`config.mk`:
```
export PLATFORM = sky130hd
export DESIGN_NAME = stop_watch_lap_flat
export DESIGN_NICKNAME = d
export VERILOG_FILES = /design/src/rtl/stop_watch_lap_if.sv /design/src/rtl/stop_watch_lap.sv /design/src/flat_wrapper.sv
export SDC_FILE = /design/constraint.sdc
export NUM_CORES = 1
export LEC_CHECK = 0
export CAP_MARGIN = 0
export CORE_UTILIZATION = 40
export DETAILED_ROUTE_END_ITERATION = 10
export SYNTH_ARGS = -nofsm -noshare
export SYNTH_HDL_FRONTEND = slang
export SYNTH_SLANG_ARGS = --single-unit
```
`constraint.sdc`:
```
create_clock -name clk -period 2.4 [get_ports clk]
set_input_delay 0.24 -clock clk [delete_from_list [all_inputs] [get_ports clk]]
set_output_delay 0.24 -clock clk [all_outputs]
set_load 0.03 [all_outputs]
```
`src/rtl/stop_watch_lap_if.sv`:
```
// Stopwatch control/status bundle.
//   Host -> stopwatch : start_resume, stop, clear, lap, lap_rd (one-cycle pulses)
//   Stopwatch -> host : BCD time digits (MM:SS.hh), running, overflow,
//                       lap FIFO head (lap_data) and status (lap_valid,
//                       lap_full, lap_count).
// LAP_DEPTH must match the stopwatch instance; it sizes lap_count.
interface stop_watch_lap_if #(
    parameter int LAP_DEPTH = 4
);
    localparam int CW = $clog2(LAP_DEPTH + 1);

    logic          start_resume;
    logic          stop;
    logic          clear;
    logic          lap;
    logic          lap_rd;

    logic [3:0]    min1;
    logic [3:0]    min0;
    logic [3:0]    sec1;
    logic [3:0]    sec0;
    logic [3:0]    milSec1;
    logic [3:0]    milSec0;
    logic          running;
    logic          overflow;
    logic [23:0]   lap_data;
    logic          lap_valid;
    logic          lap_full;
    logic [CW-1:0] lap_count;

    // Host side.
    modport master (
        output start_resume, stop, clear, lap, lap_rd,
        input  min1, min0, sec1, sec0, milSec1, milSec0,
        input  running, overflow, lap_data, lap_valid, lap_full, lap_count
    );

    // Stopwatch side.
    modport slave (
        input  start_resume, stop, clear, lap, lap_rd,
        output min1, min0, sec1, sec0, milSec1, milSec0,
        output running, overflow, lap_data, lap_valid, lap_full, lap_count
    );
endinterface

```
`src/rtl/stop_watch_lap.sv`:
```
// Stopwatch with MM:SS.hh BCD display and a lap-time FIFO.
//   clk   : single clock, all state changes on its rising edge
//   reset : asynchronous, active-high; returns to IDLE with everything zeroed
//   bus   : stop_watch_lap_if.slave (control pulses in, time/lap status out)
// Parameters:
//   TICK_DIV  : clk cycles per 1/100 s tick (>= 1)
//   LAP_DEPTH : lap FIFO entries (>= 1)
//   WRAP      : 0 = saturate at 59:59.99 and pause, 1 = roll over to 00:00.00
module stop_watch_lap #(
    parameter int TICK_DIV  = 100000,
    parameter int LAP_DEPTH = 4,
    parameter bit WRAP      = 1'b0
) (
    input  logic            clk,
    input  logic            reset,
    stop_watch_lap_if.slave bus
);
    localparam int PW = (TICK_DIV > 1) ? $clog2(TICK_DIV) : 1;
    localparam int AW = (LAP_DEPTH > 1) ? $clog2(LAP_DEPTH) : 1;
    localparam int CW = $clog2(LAP_DEPTH + 1);

    localparam logic [PW-1:0] PRESC_LAST = PW'(TICK_DIV - 1);
    // Also serves as the per-digit roll-over limit table of the BCD cascade.
    localparam logic [23:0]   TIME_MAX   = 24'h595999;

    typedef enum logic [1:0] {IDLE, RUN, PAUSE} state_e;

    state_e        state_q, state_d;
    logic [PW-1:0] presc_q, presc_d;
    logic [23:0]   time_q, time_d;       // {min1,min0,sec1,sec0,milSec1,milSec0}
    logic          overflow_q, overflow_d;

    logic [23:0]   lap_mem [LAP_DEPTH];
    logic [AW-1:0] rd_ptr_q, rd_ptr_d;
    logic [AW-1:0] wr_ptr_q, wr_ptr_d;
    logic [CW-1:0] count_q, count_d;

    logic resume_req;
    logic tick;
    logic at_max;
    logic clear_act;
    logic fifo_empty;
    logic fifo_full;
    logic pop;
    logic push;

    // Add one hundredth to a BCD time; each digit that hits its limit rolls to
    // zero and carries into the next one within the same cycle.
    function automatic logic [23:0] bcd_inc(input logic [23:0] t);
        logic [23:0] r;
        logic        carry;
        r     = t;
        carry = 1'b1;
        for (int i = 0; i < 6; i++) begin
            if (carry) begin
                if (r[i*4 +: 4] == TIME_MAX[i*4 +: 4]) begin
                    r[i*4 +: 4] = 4'd0;
                end else begin
                    r[i*4 +: 4] = r[i*4 +: 4] + 4'd1;
                    carry       = 1'b0;
                end
            end
        end
        return r;
    endfunction

    function automatic logic [AW-1:0] ptr_inc(input logic [AW-1:0] p);
        return (p == AW'(LAP_DEPTH - 1)) ? '0 : p + AW'(1);
    endfunction

    // Stop overrides start_resume in every state.
    assign resume_req = bus.start_resume && !bus.stop;
    assign tick       = (state_q == RUN) && (presc_q == PRESC_LAST);
    assign at_max     = (time_q == TIME_MAX);
    // In PAUSE a valid resume takes precedence over clear.
    assign clear_act  = (state_q == PAUSE) && bus.clear && !resume_req;
    assign fifo_empty = (count_q == '0);
    assign fifo_full  = (count_q == CW'(LAP_DEPTH));
    assign pop        = bus.lap_rd && !fifo_empty;
    // A full FIFO still accepts a lap when the same cycle frees the head slot.
    assign push       = bus.lap && (state_q != IDLE) && (!fifo_full || pop);

    // Next-state for FSM, prescaler, time digits and overflow flag.
    always_comb begin
        // NOTE: every output of this block is given a default first, so no
        // path can leave one unassigned and infer a latch.
        state_d    = state_q;
        presc_d    = presc_q;
        time_d     = time_q;
        overflow_d = overflow_q;

        case (state_q)
            IDLE:    if (resume_req) state_d = RUN;
            RUN:     if (bus.stop) state_d = PAUSE;
            PAUSE: begin
                if (resume_req) begin
                    state_d = RUN;
                end else if (bus.clear) begin
                    state_d = IDLE;
                end
            end
            default: state_d = IDLE;
        endcase

        // Counts only in RUN; PAUSE keeps the partial tick for the resume.
        if (state_q == RUN) begin
            presc_d = tick ? '0 : presc_q + PW'(1);
        end

        if (tick) begin
            if (at_max) begin
                overflow_d = 1'b1;
                if (WRAP) begin
                    time_d = '0;
                end else begin
                    state_d = PAUSE;
                end
            end else begin
                time_d = bcd_inc(time_q);
            end
        end

        if (clear_act) begin
            presc_d    = '0;
            time_d     = '0;
            overflow_d = 1'b0;
        end
    end

    // Next-state for the lap FIFO pointers and occupancy.
    always_comb begin
        rd_ptr_d = rd_ptr_q;
        wr_ptr_d = wr_ptr_q;
        count_d  = count_q;
        if (clear_act) begin
            rd_ptr_d = '0;
            wr_ptr_d = '0;
            count_d  = '0;
        end else begin
            if (pop)  rd_ptr_d = ptr_inc(rd_ptr_q);
            if (push) wr_ptr_d = ptr_inc(wr_ptr_q);
            case ({push, pop})
                2'b10:   count_d = count_q + CW'(1);
                2'b01:   count_d = count_q - CW'(1);
                default: count_d = count_q;
            endcase
        end
    end

    always_ff @(posedge clk or posedge reset) begin
        // NOTE: state registers use non-blocking assignments so every register
        // samples the pre-edge values, independent of statement order.
        if (reset) begin
            state_q    <= IDLE;
            presc_q    <= '0;
            time_q     <= '0;
            overflow_q <= 1'b0;
            rd_ptr_q   <= '0;
            wr_ptr_q   <= '0;
            count_q    <= '0;
        end else begin
            state_q    <= state_d;
            presc_q    <= presc_d;
            time_q     <= time_d;
            overflow_q <= overflow_d;
            rd_ptr_q   <= rd_ptr_d;
            wr_ptr_q   <= wr_ptr_d;
            count_q    <= count_d;
        end
    end

    // NOTE: the lap storage has no reset; lap_data is masked by the entry
    // count, so stale words are never visible after reset or clear.
    always_ff @(posedge clk) begin
        if (push && !clear_act) begin
            lap_mem[wr_ptr_q] <= time_q;  // time before this cycle's update
        end
    end

    assign {bus.min1, bus.min0, bus.sec1, bus.sec0, bus.milSec1, bus.milSec0} = time_q;
    assign bus.running   = (state_q == RUN);
    assign bus.overflow  = overflow_q;
    assign bus.lap_data  = fifo_empty ? '0 : lap_mem[rd_ptr_q];
    assign bus.lap_valid = !fifo_empty;
    assign bus.lap_full  = fifo_full;
    assign bus.lap_count = count_q;
endmodule

```
`src/flat_wrapper.sv`:
```
// flat-port wrapper written by rule: the top's interface ports become plain ports
module stop_watch_lap_flat 
#(
    parameter int TICK_DIV  = 100000,
    parameter int LAP_DEPTH = 4,
    parameter bit WRAP      = 1'b0
)
  (clk, reset, bus_start_resume, bus_stop, bus_clear, bus_lap, bus_lap_rd, bus_min1, bus_min0, bus_sec1, bus_sec0, bus_milSec1, bus_milSec0, bus_running, bus_overflow, bus_lap_data, bus_lap_valid, bus_lap_full, bus_lap_count);
  stop_watch_lap_if #(.LAP_DEPTH(LAP_DEPTH)) bus_i ();
  input  logic clk;
  input  logic reset;
  input wire logic [$bits(bus_i.start_resume)-1:0] bus_start_resume;
  input wire logic [$bits(bus_i.stop)-1:0] bus_stop;
  input wire logic [$bits(bus_i.clear)-1:0] bus_clear;
  input wire logic [$bits(bus_i.lap)-1:0] bus_lap;
  input wire logic [$bits(bus_i.lap_rd)-1:0] bus_lap_rd;
  output wire logic [$bits(bus_i.min1)-1:0] bus_min1;
  output wire logic [$bits(bus_i.min0)-1:0] bus_min0;
  output wire logic [$bits(bus_i.sec1)-1:0] bus_sec1;
  output wire logic [$bits(bus_i.sec0)-1:0] bus_sec0;
  output wire logic [$bits(bus_i.milSec1)-1:0] bus_milSec1;
  output wire logic [$bits(bus_i.milSec0)-1:0] bus_milSec0;
  output wire logic [$bits(bus_i.running)-1:0] bus_running;
  output wire logic [$bits(bus_i.overflow)-1:0] bus_overflow;
  output wire logic [$bits(bus_i.lap_data)-1:0] bus_lap_data;
  output wire logic [$bits(bus_i.lap_valid)-1:0] bus_lap_valid;
  output wire logic [$bits(bus_i.lap_full)-1:0] bus_lap_full;
  output wire logic [$bits(bus_i.lap_count)-1:0] bus_lap_count;
  assign bus_i.start_resume = bus_start_resume;
  assign bus_i.stop = bus_stop;
  assign bus_i.clear = bus_clear;
  assign bus_i.lap = bus_lap;
  assign bus_i.lap_rd = bus_lap_rd;
  assign bus_min1 = bus_i.min1;
  assign bus_min0 = bus_i.min0;
  assign bus_sec1 = bus_i.sec1;
  assign bus_sec0 = bus_i.sec0;
  assign bus_milSec1 = bus_i.milSec1;
  assign bus_milSec0 = bus_i.milSec0;
  assign bus_running = bus_i.running;
  assign bus_overflow = bus_i.overflow;
  assign bus_lap_data = bus_i.lap_data;
  assign bus_lap_valid = bus_i.lap_valid;
  assign bus_lap_full = bus_i.lap_full;
  assign bus_lap_count = bus_i.lap_count;
  stop_watch_lap #(.TICK_DIV(TICK_DIV), .LAP_DEPTH(LAP_DEPTH), .WRAP(WRAP)) u_core (.clk(clk), .reset(reset), .bus(bus_i));
endmodule
```
==> flow_metrics.tcl <==
set metrics [dict create \
    firstDrtPassIters 4 \
    area_growth_pct 27.0 \
    design.core.area_sq_um 16500 \
    cts_num_sinks 147 \
    synth_cell_types 60 \
    p_int_mw 6.38 \
    synth_edf_count 96 \
    avgSynthCellArea_sq_um 13.7 \
    grt_pass1_vias 4496 \
    final-hold-violation-count 0 \
    ios 62 \
    worst_setup_path_end_kind "output pin" \
    post-route-util_pct 51.8 \
    die_w_microns 132 \
    finClkSkew_ns 0.0165 \
    leakage_nw 3.29 \
    critical_path_class "flop to output pin" \
    p_sw_mw 3.47 \
    detail-route-antenna-nets 0 \
    cp.arrival_ns 2.09 \
    crit_start "u_core.rd_ptr_q[0]" \
    min_period_ns 2.33 \
    fin_ws_ns 0.0700 \
    crit_chain "buf_12 -> clkbuf_16 -> mux4_2 -> and2_1 -> dlygate4sd2_1" \
    relSlewSlack_pct 54.7 \
    report.final.setup_viol 0 \
    combPwrFrac_pct 37.9 \
    insertion_delay_ns 0.43 \
    vdd_ir_drop_max_uv 642 \
    drc 0 \
    yosysTopAreaCellShare_pct 42.9 \
    holdBufCountCts 0 \
    drive_gt1_share_pct 20.0 \
    fin_tns_setup_ns 0 \
    synth_ff_type "edfxtp_1" \
    htreeDepth 4 \
    ys_seq_elements 147 \
    ys_seq_area_share_pct 61.9 \
    port_buffers 61 \
    path_clk_slew_ns 0.06 \
    async_flop_share_pct 34.7 \
    synth_top_area_cell "edfxtp_1" \
    synth-warning-count 0 \
    place_inst 795 \
    root_buffer "clkbuf_16" \
    drtIter0Drc 311 \
    synthTopCellsByCount "edfxtp_1, dfrtp_1, and2_1" \
    antenna_found_initial 0 \
    synthTopCellsByArea "edfxtp_1, dfrtp_1, mux4_2" \
    grt_max_degree 52 \
    fmax_ghz 0.429 \
    grt_usage_pct 17.6 \
    tightestPinTransition_ns 0.680 \
    start_util_pct 40.8 \
    synthCells 490 \
    place_ws_ns 0.120 \
    cp.buffers_inverters 3 \
    routedWlPerCell_microns 17.1 \
    stdcell_area_sq_um 8530 \
    grt_pass1_wl_microns 23300 \
    crit_required_ns 2.16 \
    slew_violations 0 \
    syn-cell-area_sq_um 6720 \
    powerDensity_nw_per_um2 1160 \
    hold_ws_ns 0.314 \
    hold_path.class "input port to asynchronous set/reset pin" \
    sw_frac_of_total_pct 35.2 \
    routed_wl_microns 14200 \
    layout.cells.non_filler 830 \
    nets 623 \
    cts_tree "done" \
    die_area_sq_um 17300 \
    die_y_microns 132 \
    place_area_sq_um 7900 \
    r2r-start "u_core.state_q[1]" \
    total_power_mw 9.86 \
    cp-start-kind "flop" \
    crit_family "buffers and inverters" \
    n_antenna_cell 0 \
    yosysMostFrequentCell "edfxtp_1" \
    viasPerCell 5.33 \
    pwr-share-seq_pct 34.7 \
    overflow 0 \
    crit_slowest_cell "mux4_2" \
    max_cap_violations 0 \
    gp_congestion 0.824 \
    fin_crit_sh_pct 97.1 \
    syn_nets 516 \
    cts_max_path_buffers 2 \
    outcome "finished, final reports clean" \
    pwr-share-clk_pct 27.4 \
    slowest_delay_ns 0.49 \
    n_fill_cell 1403 \
    vias 4427 \
    cp_max_fo 8 \
    cts_buffers 17 \
    hpwl_microns 9280 \
    std_cell_rows 47 \
]
final cells by class:
class                      count  area, sq um  area share [%]
clock inverter                14          166            1.95
sequential                   147         4160            48.8
clock buffer                  18          439            5.15
multi-input combinational    306         2420            28.3
inverter                      15         57.6           0.674
timing repair buffer         110         1020            11.9
tap                          220          275            3.23
power by group through the flow:
stage	combinational [mW]	sequential (mW)	clock, mW
6_report	3.74	3.42	2.70
4_1_cts	3.69	3.42	2.75
5_1_grt	4.06	3.47	2.87
3_3_place_gp	3.78	3.44	0
3_5_place_dp	3.85	3.47	0
2_1_floorplan	2.03	3.75	0
repair_timing:
item                       CTS  global route
gates resized for setup     21             4
cloned                       0             1
pin swaps                    0             0
setup endpoints to repair   21            15
hold endpoints to repair     0             0
buffers inserted             0             2
worst paths after layout:
check | slack, ns | endpoint | cells after the start
max reg2reg | 0.20 | u_core.bus.lap_count[1] | 8
min in group clk | 0.41 | u_core.state_q[0] | 2
min | 0.31 | u_core.wr_ptr_q[0] | 3
max | 0.07 | bus_lap_data[23] | 5
max in group asynchronous | 1.59 | u_core.rd_ptr_q[0] | 3
min reg2reg | 0.51 | u_core.bus.overflow | 1
flip-flops by register name, summed over array words and instances, names as in the netlist:
signal and cells:
u_core.rd_ptr_q 2, u_core.presc_q 17, u_core.wr_ptr_q 2, u_core.bus.lap_count 3, u_core.bus.overflow 1, u_core.time_q 24, u_core.lap_mem 96, u_core.state_q 2
cells in the final DEF (no fill, tap or decap), drive strengths merged, types with 13 or more instances in the layout:
master         count
nand3             13
dlygate4sd2       18
a21oi             25
and2              29
mux4              24
edfxtp            96
nor2              27
inv               22
buf               51
o21ai             20
dfrtp             51
nand2             26
ha                18
clkbuf            19
clkdlybuf4s50     37
worst register-to-register path, delay by kind of cell, from the launching register on:
kind / cells / cell delay (ns)
buffers and inverters: 1 / 0.15
DFF: 1 / 0.38
adders and majority gates: 1 / 0.45
and+or+nand+nor: 2 / 0.38
AOI/OAI and AO/OA: 4 / 0.71
cell families (layout without fill, tap and decap cells):
kind of cell / after synthesis / in the layout / share of synthesized area (%)
and+or+nand+nor: 170 / 170 / 14.9
muxes: 27 / 27 / 8.49
AOI/OAI and AO/OA: 77 / 77 / 7.20
DFF: 147 / 147 / 61.9
adders and majority gates: 19 / 19 / 3.65
xor gates and xnor gates: 13 / 13 / 1.69
buffers and inverters: 37 / 157 / 2.22
routing by layer:
metal  share of wire (%)  GRT usage, %
met5                   0             0
met4                 1.3          7.95
met3                 4.1          3.90
met2                  49          28.4
met1                  45          22.8
(Power assumes the default switching activity.)
==> patch: new RTL, config.mk and constraints unchanged <==
`LAP_DEPTH` is set to 4 in 3 places; all go to 2.
--- a/src/rtl/stop_watch_lap_if.sv
+++ b/src/rtl/stop_watch_lap_if.sv
@@ -6,5 +6,5 @@
 // LAP_DEPTH must match the stopwatch instance; it sizes lap_count.
 interface stop_watch_lap_if #(
-    parameter int LAP_DEPTH = 4
+    parameter int LAP_DEPTH = 2
 );
     localparam int CW = $clog2(LAP_DEPTH + 1);
--- a/src/rtl/stop_watch_lap.sv
+++ b/src/rtl/stop_watch_lap.sv
@@ -9,5 +9,5 @@
 module stop_watch_lap #(
     parameter int TICK_DIV  = 100000,
-    parameter int LAP_DEPTH = 4,
+    parameter int LAP_DEPTH = 2,
     parameter bit WRAP      = 1'b0
 ) (
--- a/src/flat_wrapper.sv
+++ b/src/flat_wrapper.sv
@@ -3,5 +3,5 @@
 #(
     parameter int TICK_DIV  = 100000,
-    parameter int LAP_DEPTH = 4,
+    parameter int LAP_DEPTH = 2,
     parameter bit WRAP      = 1'b0
 )
Ports: changed (resized bus_lap_count); port bits go from 62 to 61. No check against the original RTL was run, so the function may have changed too.
==> patch against the original RTL <==
Count of clock-buffer cells in the layout fell by 9. Worst setup slack improved by 0.14 ns. Synthesized area fell by 32%. Routed wire length fell by 31%. Power fell by 37%. Critical path depth rose by 1. Final area fell by 32%. Sequential cell count fell by 51.
==> patch: results (changes against the original RTL) <==
worst_setup_path:
  rr_worst_depth: 6  # -2
  r2r-end: "u_core.time_q[10]"
  r2r_start: "u_core.time_q[16]"
  worstSetupPathType: "flip-flop to flip-flop"
  critical_path_arrival_ns: 2.45  # +0.36 ns
place:
  io_buffers: 60  # -1.6%
  dp_hpwl_mm: 7.14  # -23%
  gp_congestion: 0.823  # about the same
  dp.cells: 614  # -23%
  pre_cts_ws_ns: 0.231  # +0.111 ns
clock_tree:
  cts_buffers: 9  # -8
  ctsResizeCount: 0  # -100%
  insertion_delay_ns: 0.34  # -0.09 ns
  htree_levels: 3  # -1
sta:
  max_slew.worst_pin.slew_ns: 0.507  # -0.173 ns
  finalCritPeriodShare_pct: 91.1  # -6.0 points
  finalClockSkew_ns: 0.00716  # -0.00931 ns
power:
  max-vdd-ir-drop_mv: 0.772  # +20%
  clockPowerShare_pct: 22.8  # -4.6 points
  comb-power_mw: 2.53  # -32%
  p_int_mw: 3.88  # -39%
synth:
  synth_seq_area_share_pct: 57.4  # -4.5 points
  ys_types: 55  # -8.3%
  synth_edf_count: 48  # -50%
  syn_nets: 418  # -19%
  synthCells: 397  # -19%
  synthTopCellsByArea: "edfxtp_1, dfrtp_1, mux2i_1"
  async_flop_share_pct: 50.0  # +15 points
global_routing:
  grt_pass1_vias: 3188  # -29%
  use_met1_pct: 24.9  # +2.1 points
  use_met2_pct: 27.9  # -0.57 points
  track_usage_pct: 17.7  # +0.026 points
  grt_max_degree: 25  # -52%
  use_met3_pct: 2.15  # -1.7 points
cells_and_area:
  nFillCells: 965  # -31%
  nets: 506  # -19%
route:
  drtIter0Drc: 214  # -31%
run_status:
  status: "finished clean"
==> patch: routing by layer <==
| layer | vias to the layer above | routed length, µm | part of all wire [%] |
|---|---|---|---|
| met1 | 1636 | 4800 | 49 |
| met4 | 0 | 158 | 1.6 |
| met2 | 67 | 4460 | 46 |
| li1 | 1627 | - | - |
| met3 | 12 | 383 | 3.9 |
| met5 | - | 0 | 0 |
==> patch: critical path, stage by stage, from the launching register on <==
cell	delay, ns
dfrtp_1	0.39
ha_1	0.21
and3b_2	0.23
and2_2	0.21
a2111o_1	0.50
or4_1	0.42
a21oi_1	0.16
==> patch: per-stage QoR <==
step	utilization (%)	cell area, µm²	power, mW
6_report	52.9	5840	6.20
5_1_grt	52.9	5840	6.55
4_1_cts	52.9	5840	6.27
3_5_place_dp	50.2	5540	4.85
3_3_place_gp	50.2	5540	4.81
2_1_floorplan	-	4610	3.79
==> patch: how the worst min path moves through the flow <==
stage,start,endpoint,slack [ns],cells past startpoint
finish,reset,u_core.presc_q[16],0.20,2
global route,reset,u_core.presc_q[15],0.25,2
CTS,reset,u_core.presc_q[16],0.21,2
detailed placement,u_core.bus.overflow,u_core.bus.overflow,0.49,1
global placement,u_core.bus.overflow,u_core.bus.overflow,0.48,1
floorplan,bus_stop,u_core.state_q[0],0.31,1
==> patch: final cells by class <==
cell class                      count  share of cell area [%]
Sequential cell                    96                    45.3
Multi-Input combinational cell    270                    31.6
Timing Repair Buffer               93                    14.1
Clock buffer                        9                    3.86
Tap cell                          140                    3.00
Clock inverter                      7                    1.24
Inverter                           15                   0.964
==> patch: cells by family after synthesis <==
group	after synthesis	synth area share, %
flops	96	57.4
buf+inv	31	3.26
fa+ha+maj	14	3.81
simple gates	157	18.5
mux	26	5.68
compound gates	56	8.07
xor+xnor	17	3.23
